File: src/rtl/gsim_pkg.sv
// rtl/gsim_pkg.sv - shared constants and state encoding for the solver output packer
package gsim_pkg;

  localparam int N      = 16;  // words per solution frame
  localparam int B_W    = 16;  // packed output integer width
  localparam int X_W    = 32;  // solver word width, signed Q16.16
  localparam int X_FRAC = 16;  // fractional bits in a solver word
  localparam int IDX_W  = 4;   // element index width

  typedef enum logic [1:0] {
    ST_IDLE     = 2'd0,
    ST_CAPTURE  = 2'd1,
    ST_DRAIN    = 2'd2,
    ST_WAIT_LOW = 2'd3
  } state_t;

endpackage

File: src/rtl/q_round_sat.sv
// rtl/q_round_sat.sv - round-half-up and saturate a signed fixed-point word to an integer
//   in_word  : signed fixed-point input, FRAC fractional bits
//   out_word : signed integer result, clipped to the OUT_W range
//   sat      : high when out_word was clipped
module q_round_sat #(
  parameter int IN_W  = 32,
  parameter int FRAC  = 16,
  parameter int OUT_W = 16
) (
  input  logic [IN_W-1:0]  in_word,
  output logic [OUT_W-1:0] out_word,
  output logic             sat
);

  // One extra bit of headroom so adding the half-LSB can never wrap.
  localparam logic signed [IN_W:0] HALF =
    {{(IN_W+1-FRAC){1'b0}}, 1'b1, {(FRAC-1){1'b0}}};
  localparam logic signed [IN_W:0] MAXV =
    {{(IN_W+2-OUT_W){1'b0}}, {(OUT_W-1){1'b1}}};
  // Bitwise complement of the positive limit is exactly -2^(OUT_W-1).
  localparam logic signed [IN_W:0] MINV = ~MAXV;

  logic signed [IN_W:0] t;
  logic signed [IN_W:0] r;

  always_comb begin
    t        = $signed({in_word[IN_W-1], in_word}) + HALF;
    r        = t >>> FRAC;
    out_word = r[OUT_W-1:0];
    sat      = 1'b0;
    if (r > MAXV) begin
      out_word = {1'b0, {(OUT_W-1){1'b1}}};
      sat      = 1'b1;
    end else if (r < MINV) begin
      out_word = {1'b1, {(OUT_W-1){1'b0}}};
      sat      = 1'b1;
    end
  end

endmodule

File: src/rtl/gsim_out_packer.sv
// rtl/gsim_out_packer.sv - captures a solver frame and drains it as rounded 16-bit words
//   clk, reset          : clock and synchronous active-high reset
//   in_valid, in_data   : solver output burst, element index = capture order
//   out_valid/out_ready : consumer handshake
//   out_data            : rounded/saturated element value
//   out_idx, out_last   : element index, high with the final element
//   out_sat             : out_data was clipped
//   busy                : state is not IDLE
//   frame_err           : one-cycle pulse when a burst ends short
module gsim_out_packer #(
  parameter int N     = gsim_pkg::N,
  parameter int IN_W  = gsim_pkg::X_W,
  parameter int FRAC  = gsim_pkg::X_FRAC,
  parameter int OUT_W = gsim_pkg::B_W
) (
  input  logic                      clk,
  input  logic                      reset,
  input  logic                      in_valid,
  input  logic [IN_W-1:0]           in_data,
  output logic                      out_valid,
  input  logic                      out_ready,
  output logic [OUT_W-1:0]          out_data,
  output logic [gsim_pkg::IDX_W-1:0] out_idx,
  output logic                      out_last,
  output logic                      out_sat,
  output logic                      busy,
  output logic                      frame_err
);

  import gsim_pkg::*;

  localparam logic [IDX_W-1:0] LAST_IDX = IDX_W'(N-1);

  state_t state_q, state_d;

  logic [IN_W-1:0]  frame_buf [N];
  logic [IDX_W-1:0] wr_idx_q;
  logic [IDX_W-1:0] rd_idx_q;
  logic [IDX_W-1:0] wr_addr;
  logic [IDX_W-1:0] rd_sel;

  logic             out_valid_q;
  logic [OUT_W-1:0] out_data_q;
  logic [IDX_W-1:0] out_idx_q;
  logic             out_last_q;
  logic             out_sat_q;
  logic             frame_err_q;

  logic             wr_en, wr_clr, load_first, pop, drain_done, short_err;
  logic [OUT_W-1:0] conv_data;
  logic             conv_sat;

  // The first word of a frame always lands in slot 0, whatever wr_idx holds.
  assign wr_addr = (state_q == ST_IDLE) ? '0 : wr_idx_q;

  // While a word is presented, look one slot ahead so the next word is ready
  // to be registered on the same edge as the handshake.
  assign rd_sel = out_valid_q ? (rd_idx_q + IDX_W'(1)) : rd_idx_q;

  q_round_sat #(
    .IN_W  (IN_W),
    .FRAC  (FRAC),
    .OUT_W (OUT_W)
  ) u_round (
    .in_word  (frame_buf[rd_sel]),
    .out_word (conv_data),
    .sat      (conv_sat)
  );

  always_ff @(posedge clk) begin
    if (reset) state_q <= ST_IDLE;
    else       state_q <= state_d;
  end

  always_comb begin
    state_d    = state_q;
    wr_en      = 1'b0;
    wr_clr     = 1'b0;
    load_first = 1'b0;
    pop        = 1'b0;
    drain_done = 1'b0;
    short_err  = 1'b0;
    case (state_q)
      ST_IDLE: begin
        if (in_valid) begin
          wr_en   = 1'b1;
          state_d = ST_CAPTURE;
        end
      end
      ST_CAPTURE: begin
        if (in_valid) begin
          wr_en = 1'b1;
          if (wr_idx_q == LAST_IDX) state_d = ST_DRAIN;
        end else begin
          short_err = 1'b1;
          wr_clr    = 1'b1;
          state_d   = ST_IDLE;
        end
      end
      ST_DRAIN: begin
        if (!out_valid_q) begin
          load_first = 1'b1;
        end else if (out_ready) begin
          pop = 1'b1;
          if (rd_idx_q == LAST_IDX) begin
            drain_done = 1'b1;
            // The solver keeps out_valid high after a frame; block re-capture
            // of the wrapped-around words until it falls.
            state_d    = in_valid ? ST_WAIT_LOW : ST_IDLE;
          end
        end
      end
      ST_WAIT_LOW: begin
        if (!in_valid) state_d = ST_IDLE;
      end
      default: state_d = ST_IDLE;
    endcase
  end

  always_ff @(posedge clk) begin
    if (wr_en) frame_buf[wr_addr] <= in_data;
  end

  always_ff @(posedge clk) begin
    if (reset) begin
      wr_idx_q    <= '0;
      rd_idx_q    <= '0;
      out_valid_q <= 1'b0;
      out_data_q  <= '0;
      out_idx_q   <= '0;
      out_last_q  <= 1'b0;
      out_sat_q   <= 1'b0;
      frame_err_q <= 1'b0;
    end else begin
      frame_err_q <= short_err;

      if (wr_en)       wr_idx_q <= wr_addr + IDX_W'(1);
      else if (wr_clr) wr_idx_q <= '0;

      if (load_first || (pop && !drain_done)) begin
        out_valid_q <= 1'b1;
        out_data_q  <= conv_data;
        out_sat_q   <= conv_sat;
        out_idx_q   <= rd_sel;
        out_last_q  <= (rd_sel == LAST_IDX);
      end

      if (pop) begin
        if (drain_done) begin
          out_valid_q <= 1'b0;
          rd_idx_q    <= '0;
        end else begin
          rd_idx_q    <= rd_idx_q + IDX_W'(1);
        end
      end
    end
  end

  assign out_valid = out_valid_q;
  assign out_data  = out_data_q;
  assign out_idx   = out_idx_q;
  assign out_last  = out_last_q;
  assign out_sat   = out_sat_q;
  assign frame_err = frame_err_q;
  assign busy      = (state_q != ST_IDLE);

endmodule
File: config.mk
export PLATFORM = sky130hd
export DESIGN_NAME = gsim_out_packer
export DESIGN_NICKNAME = d
export VERILOG_FILES = /design/src/rtl/gsim_pkg.sv /design/src/rtl/q_round_sat.sv /design/src/rtl/gsim_out_packer.sv
export SDC_FILE = /design/constraint.sdc
export NUM_CORES = 1
export LEC_CHECK = 0
export ABC_AREA = 1
export BUFFER_PORTS_ARGS = -buffer_cell sky130_fd_sc_hd__buf_2
export CAP_MARGIN = 10
export CORE_MARGIN = 3
export CORE_UTILIZATION = 40
export CTS_BUF_LIST = sky130_fd_sc_hd__clkbuf_2
export CTS_CLUSTER_SIZE = 10
export DETAILED_ROUTE_END_ITERATION = 10
export PLACE_DENSITY = 0.57
export SKIP_CTS_REPAIR_TIMING = 1
export SYNTH_ARGS = -nofsm -noshare
export SYNTH_HDL_FRONTEND = slang
export SYNTH_HIERARCHICAL = 1
export SYNTH_SLANG_ARGS = --single-unit
File: constraint.sdc
create_clock -name clk -period 4 [get_ports clk]
set_clock_uncertainty 0.1 [all_clocks]
set_input_delay 0.2 -clock clk [delete_from_list [all_inputs] [get_ports clk]]
set_output_delay 0.2 -clock clk [all_outputs]
set_load 0.05 [all_outputs]
==> flow_summary.json, run 1 <==
{
  "drt-pass1-iter-count": 6,
  "r2r_end": "out_data[12]$_SDFFE_PP0P_",
  "h-tree-depth": 3,
  "first_iter_violations": 759,
  "layout.cells.non_filler": 2103,
  "die_area_um2": 38000,
  "finalSetupTns_ns": 0,
  "cp-end-kind": "flop",
  "r2r_start": "rd_idx_q[0]$_SDFFE_PP0N_",
  "fillers": 3411,
  "vias": 10400,
  "synth_cells": 1507,
  "critPathKind": "flop to flop",
  "regToRegSetupSlack_ns": 0.47,
  "grt_max_degree": 69,
  "viasPerCell": 4.94,
  "ant_nets": 0,
  "cts.sinks": 306,
  "routed_wl_um": 36300,
  "port_buffers": 45,
  "period_needed_ns": 3.53,
  "finalSetupViolations": 0,
  "leakagePower_nw": 6.88,
  "cts_tree": "done",
  "hold_viol": 0,
  "use_met2": 0.314,
  "slew_headroom": 0.531,
  "die_width_um": 195,
  "power.density_nw_per_um2": 580,
  "final_util": 0.454,
  "gp_congestion": 0.810,
  "cp_max_fo": 40,
  "busiest_layer": "met2",
  "grt_use_met3": 0.0458,
  "ys_warn_count": 6,
  "wl_per_cell_um": 17.2,
  "hp-class": "input port to flop",
  "final_max_slew_viol_count": 0,
  "cts-root-buf": "clkbuf_2",
  "grt_setup_unrepaired": "no",
  "antenna_found_initial": 2,
  "grt_pass1_vias": 9950,
  "syn_avg_cell_area_um2": 9.47,
  "drc_errors": 0,
  "clockBufferDepth": 3,
  "syn_to_final_growth_pct": 10.8,
  "holdPathStages": 2,
  "worst_ep_arrival_time_ns": 4.14,
  "die_h_um": 195,
  "insertion_delay_ns": 0.90,
  "drive_above_1_share": 0.151,
  "maxCapViolCount": 0,
  "use_met1": 0.243,
  "hold_start": "in_data[21]",
  "num_rows": 68,
  "tightest_slew_ns": 0.703,
  "status": "finished, final reports clean",
  "placedCellCount": 1935,
  "grt_pass1_wl_um": 56000,
  "fin_crit_sh": 0.884,
  "globalRouteOverflowTotal": 0,
  "start_util": 0.409,
  "multiInputGateArea_um2": 3800,
  "cp_data_required_time_ns": 4.61,
  "num_io_pins": 61,
  "vdd_drop_max_mv": 0.326,
  "hpwlAfterDp_um": 20800,
  "path_clk_slew_ns": 0.12,
  "min_to": "frame_buf[8][21]$_DFFE_PP_",
  "track_usage": 0.192,
  "fmax_mhz": 283,
  "ff_latch_area_um2": 8850,
  "critPathLaunchType": "flop",
  "numCtsBuffers": 80,
  "netlist_area_um2": 14300,
  "core_area_um2": 34900,
  "nNetsFinal": 1626,
  "r2r_cells": 20,
  "synthesis.nets": 1549
}
where the power goes:
group	internal, W	switching (W)
Clock	0.000731	0.00129
Sequential	0.00363	0.0000744
Combinational	0.000981	0.00247
Total	0.00534	0.00384
metal layers:
layer	share of wire	up-vias
met5	0.00036	-
met4	0.035	2
met3	0.072	89
met2	0.48	349
met1	0.41	4899
li1	-	5060
layout by cell type (no fill, tap or decap):
cell	instances
a211oi_1	1
a21oi_1	31
buf_12	6
buf_2	45
buf_4	32
buf_6	1
clkbuf_2	105
clkinv_1	32
clkinv_2	3
clkinv_4	1
clkinvlp_4	1
dfxtp_1	34
diode_2	1
dlygate4sd3_1	22
edfxtp_1	272
ha_1	6
inv_1	286
inv_2	7
inv_4	1
nand2_1	295
nand2_2	21
nand2_4	2
nand3_1	341
nand3b_1	17
nand4_1	1
nor2_1	30
nor2_2	23
nor3_1	6
o21ai_0	10
o21ai_1	1
or2_2	1
xnor2_1	5
xor2_1	8
through the flow:
stage | hold WS [ns] | cell area, um^2 | setup WS (ns) | power, W
floorplan | 0.199 | 14300 | 0.940 | 0.00633
global placement | 0.349 | 14900 | 0.567 | 0.00719
detailed placement | 0.361 | 14900 | 0.543 | 0.00722
CTS | -0.557 | 15600 | 0.455 | 0.00926
global route | 0.0473 | 15800 | 0.0495 | 0.00982
finish | 0.131 | 15800 | 0.466 | 0.00918
state kept, by name, indices dropped and copies added, names as in the netlist, named ones only:
signal	cells
frame_err	1
out_data	16
out_last	1
frame_buf	272
out_idx	4
state_q	2
rd_idx_q	4
wr_idx_q	4
out_sat	1
worst max path at each step:
stage                                         from                   endpoint  cells past startpoint  slack, ns
after detailed placement  rd_idx_q[0]$_SDFFE_PP0N_  out_data[12]$_SDFFE_PP0P_                     18       0.54
after global placement    rd_idx_q[0]$_SDFFE_PP0N_   out_data[8]$_SDFFE_PP0P_                     19       0.57
after global routing      rd_idx_q[0]$_SDFFE_PP0N_  out_data[12]$_SDFFE_PP0P_                     20       0.05
after floorplan                               flop  out_data[12]$_SDFFE_PP0P_                     23       0.94
final                     rd_idx_q[0]$_SDFFE_PP0N_  out_data[12]$_SDFFE_PP0P_                     20       0.47
after CTS                 rd_idx_q[0]$_SDFFE_PP0N_  out_data[12]$_SDFFE_PP0P_                     19       0.45
critical path, cell delays in order, from the launching register on:
cell and delay (ns):
dfxtp_1 0.40, ha_1 0.32, inv_1 0.04, nand2_1 0.06
nand2_2 0.09, inv_2 0.23, buf_12 0.27, buf_4 0.24
nand3_1 0.10, nand3_1 0.08, nand3_1 0.08, nand2_1 0.24
nand2_1 0.12, nor2_1 0.15, nand2_1 0.10, nor2_2 0.11
nand3_1 0.23, nand2_1 0.17, nand2_2 0.05, nand2_1 0.07
a21oi_1 0.07
layout make-up:
type                    count  area share
clock buffers             105      0.0332
flip-flops and latches    306       0.559
clock inverters            40      0.0103
diodes                      1    0.000158
repair buffers            106      0.0516
inverters                 291      0.0692
well taps                 455      0.0360
multi-input cells         799       0.240
(Power assumes the default switching activity.)
==> run 2: changes to the inputs <==
Settings changed: ABC_AREA 1 to 0.
==> flow_summary.json, run 2 <==
{
  "clkPwrFrac": 0.363,
  "syn_to_final_growth_pct": 13.5,
  "largest_reg_flops": 272,
  "intPower_w": 0.00440,
  "h-tree-depth": 3,
  "synthesis.nets": 843,
  "gp_congestion": 0.813,
  "fmax_mhz": 269,
  "r2r_start": "rd_idx_q[1]$_SDFFE_PP0N_",
  "hold_start": "in_data[26]",
  "hpwlAfterDp_um": 18300,
  "antenna_found_initial": 1,
  "grt_pass1_wl_um": 46100,
  "ys_warn_count": 6,
  "hold_viol": 0,
  "synth_cells": 801,
  "grt_pass1_vias": 7922,
  "cp_data_required_time_ns": 4.59,
  "tightest_slew_ns": 0.862,
  "die_h_um": 192,
  "maxCapViolCount": 0,
  "globalRouteOverflowTotal": 0,
  "seq_power_share": 0.604,
  "ant_nets": 0,
  "nNetsFinal": 976,
  "slew_headroom": 0.425,
  "first_iter_violations": 435,
  "routed_wl_um": 30000,
  "finalSetupViolations": 0,
  "finalSetupTns_ns": 0,
  "leakagePower_nw": 5.14,
  "combPwrFrac": 0.032,
  "cts-root-buf": "clkbuf_2",
  "period_needed_ns": 3.72,
  "grt_max_degree": 69,
  "grt_setup_unrepaired": "no",
  "layout_commonest_cell": "edfxtp_1",
  "power.density_nw_per_um2": 370,
  "drc_errors": 0,
  "hp-class": "input port to flop",
  "wl_met1_um": 13300,
  "path_cells": "ha_1, nand2_1, xnor2_2, buf_12, buf_4, mux2i_1, a221oi_2, nand4_1, buf_4, nor4_2, nand3_1, a21oi_1, nand2_1, a21oi_1",
  "viasPerCell": 5.31,
  "numCtsBuffers": 80,
  "top_layer_used": "met4",
  "cts.sinks": 306,
  "vias": 7674,
  "wl_per_cell_um": 20.8,
  "die_width_um": 192,
  "cp-end-kind": "flop",
  "clockBufferDepth": 3,
  "layout.cells.non_filler": 1445,
  "cp-startpoint": "rd_idx_q[1]$_SDFFE_PP0N_",
  "insertion_delay_ns": 0.87,
  "cts_tree": "done",
  "drt-pass1-iter-count": 4,
  "num_io_pins": 61,
  "top_register": "frame_buf",
  "num_rows": 67,
  "worst_ep_arrival_time_ns": 4.32,
  "netlist_area_um2": 13800,
  "start_util": 0.409,
  "p_sw_w": 0.00138,
  "fin_crit_sh": 0.931,
  "port_buffers": 45,
  "switching_share": 0.239,
  "core_area_um2": 33700,
  "wl_met3_um": 1610,
  "critPathKind": "flop to flop",
  "syn_avg_cell_area_um2": 17.2,
  "slowest_stage": "dfxtp_2",
  "path_clk_slew_ns": 0.11,
  "vdd_drop_max_mv": 0.207,
  "die_area_um2": 36700,
  "track_usage": 0.169,
  "wl_met2_um": 14500,
  "status": "finished, final reports clean",
  "cp_max_fo": 15,
  "critPathLaunchType": "flop",
  "slowest_delay_ns": 0.45,
  "drive_above_1_share": 0.370,
  "final_max_slew_viol_count": 0,
  "final_cell_mix": "edfxtp_1 (272), clkbuf_2 (113), mux4_2 (102)",
  "placedCellCount": 1278
}
run 2: area by class of cell:
| cell class | instances | area (um^2) |
|---|---|---|
| diodes | 1 | 2.50 |
| clock buffers | 113 | 566 |
| clock inverters | 31 | 165 |
| fillers | 3014 | 18100 |
| inverters | 9 | 33.8 |
| multi-input cells | 419 | 4540 |
| flip-flops and latches | 306 | 8850 |
| well taps | 448 | 561 |
| repair buffers | 118 | 913 |
run 2: routing by layer:
layer | vias to the layer above | track usage
met1 | 3857 | 0.231
met3 | 55 | 0.0329
met5 | - | 0
met2 | 209 | 0.271
met4 | 0 | 0.0596
li1 | 3553 | -
run 2: worst paths after layout:
check | endpoint | slack, ns | cells past startpoint
setup reg to reg | out_data[8]$_SDFFE_PP0P_ | 0.28 | 14
setup / recovery | out_data[8]$_SDFFE_PP0P_ | 0.28 | 14
hold / removal | frame_buf[7][26]$_DFFE_PP_ | 0.16 | 2
hold reg to reg | out_data[2]$_SDFFE_PP0P_ | 0.35 | 2
run 2: power groups by stage:
stage               logic (W)  clock network, W  registers (W)
global placement     0.000170                 0        0.00357
floorplan           0.0000885                 0        0.00357
global route         0.000207           0.00238        0.00350
detailed placement   0.000172                 0        0.00357
finish               0.000187           0.00210        0.00349
CTS                  0.000172           0.00221        0.00349
run 2: metrics by stage:
stage | utilization | power, W | hold WS (ns) | setup WS, ns | area, um^2
after floorplan | - | 0.00365 | 0.199 | 0.712 | 13800
after global placement | 0.436 | 0.00374 | 0.339 | 0.402 | 14700
after detailed placement | 0.436 | 0.00374 | 0.346 | 0.377 | 14700
after CTS | 0.457 | 0.00588 | -0.524 | 0.274 | 15400
after global routing | 0.464 | 0.00608 | 0.0532 | 0.0467 | 15600
final | 0.464 | 0.00578 | 0.157 | 0.276 | 15600
run 2: critical path, delay by kind of cell, from the launching register on:
family / cells / cell delay, ns
AO/OA/AOI/OAI: 3 / 0.71
XOR/XNOR: 1 / 0.24
adder cells (fa/ha/maj): 1 / 0.34
buffers and inverters: 3 / 0.68
flip-flops: 1 / 0.45
multiplexers: 1 / 0.12
AND/OR/NAND/NOR: 5 / 0.88
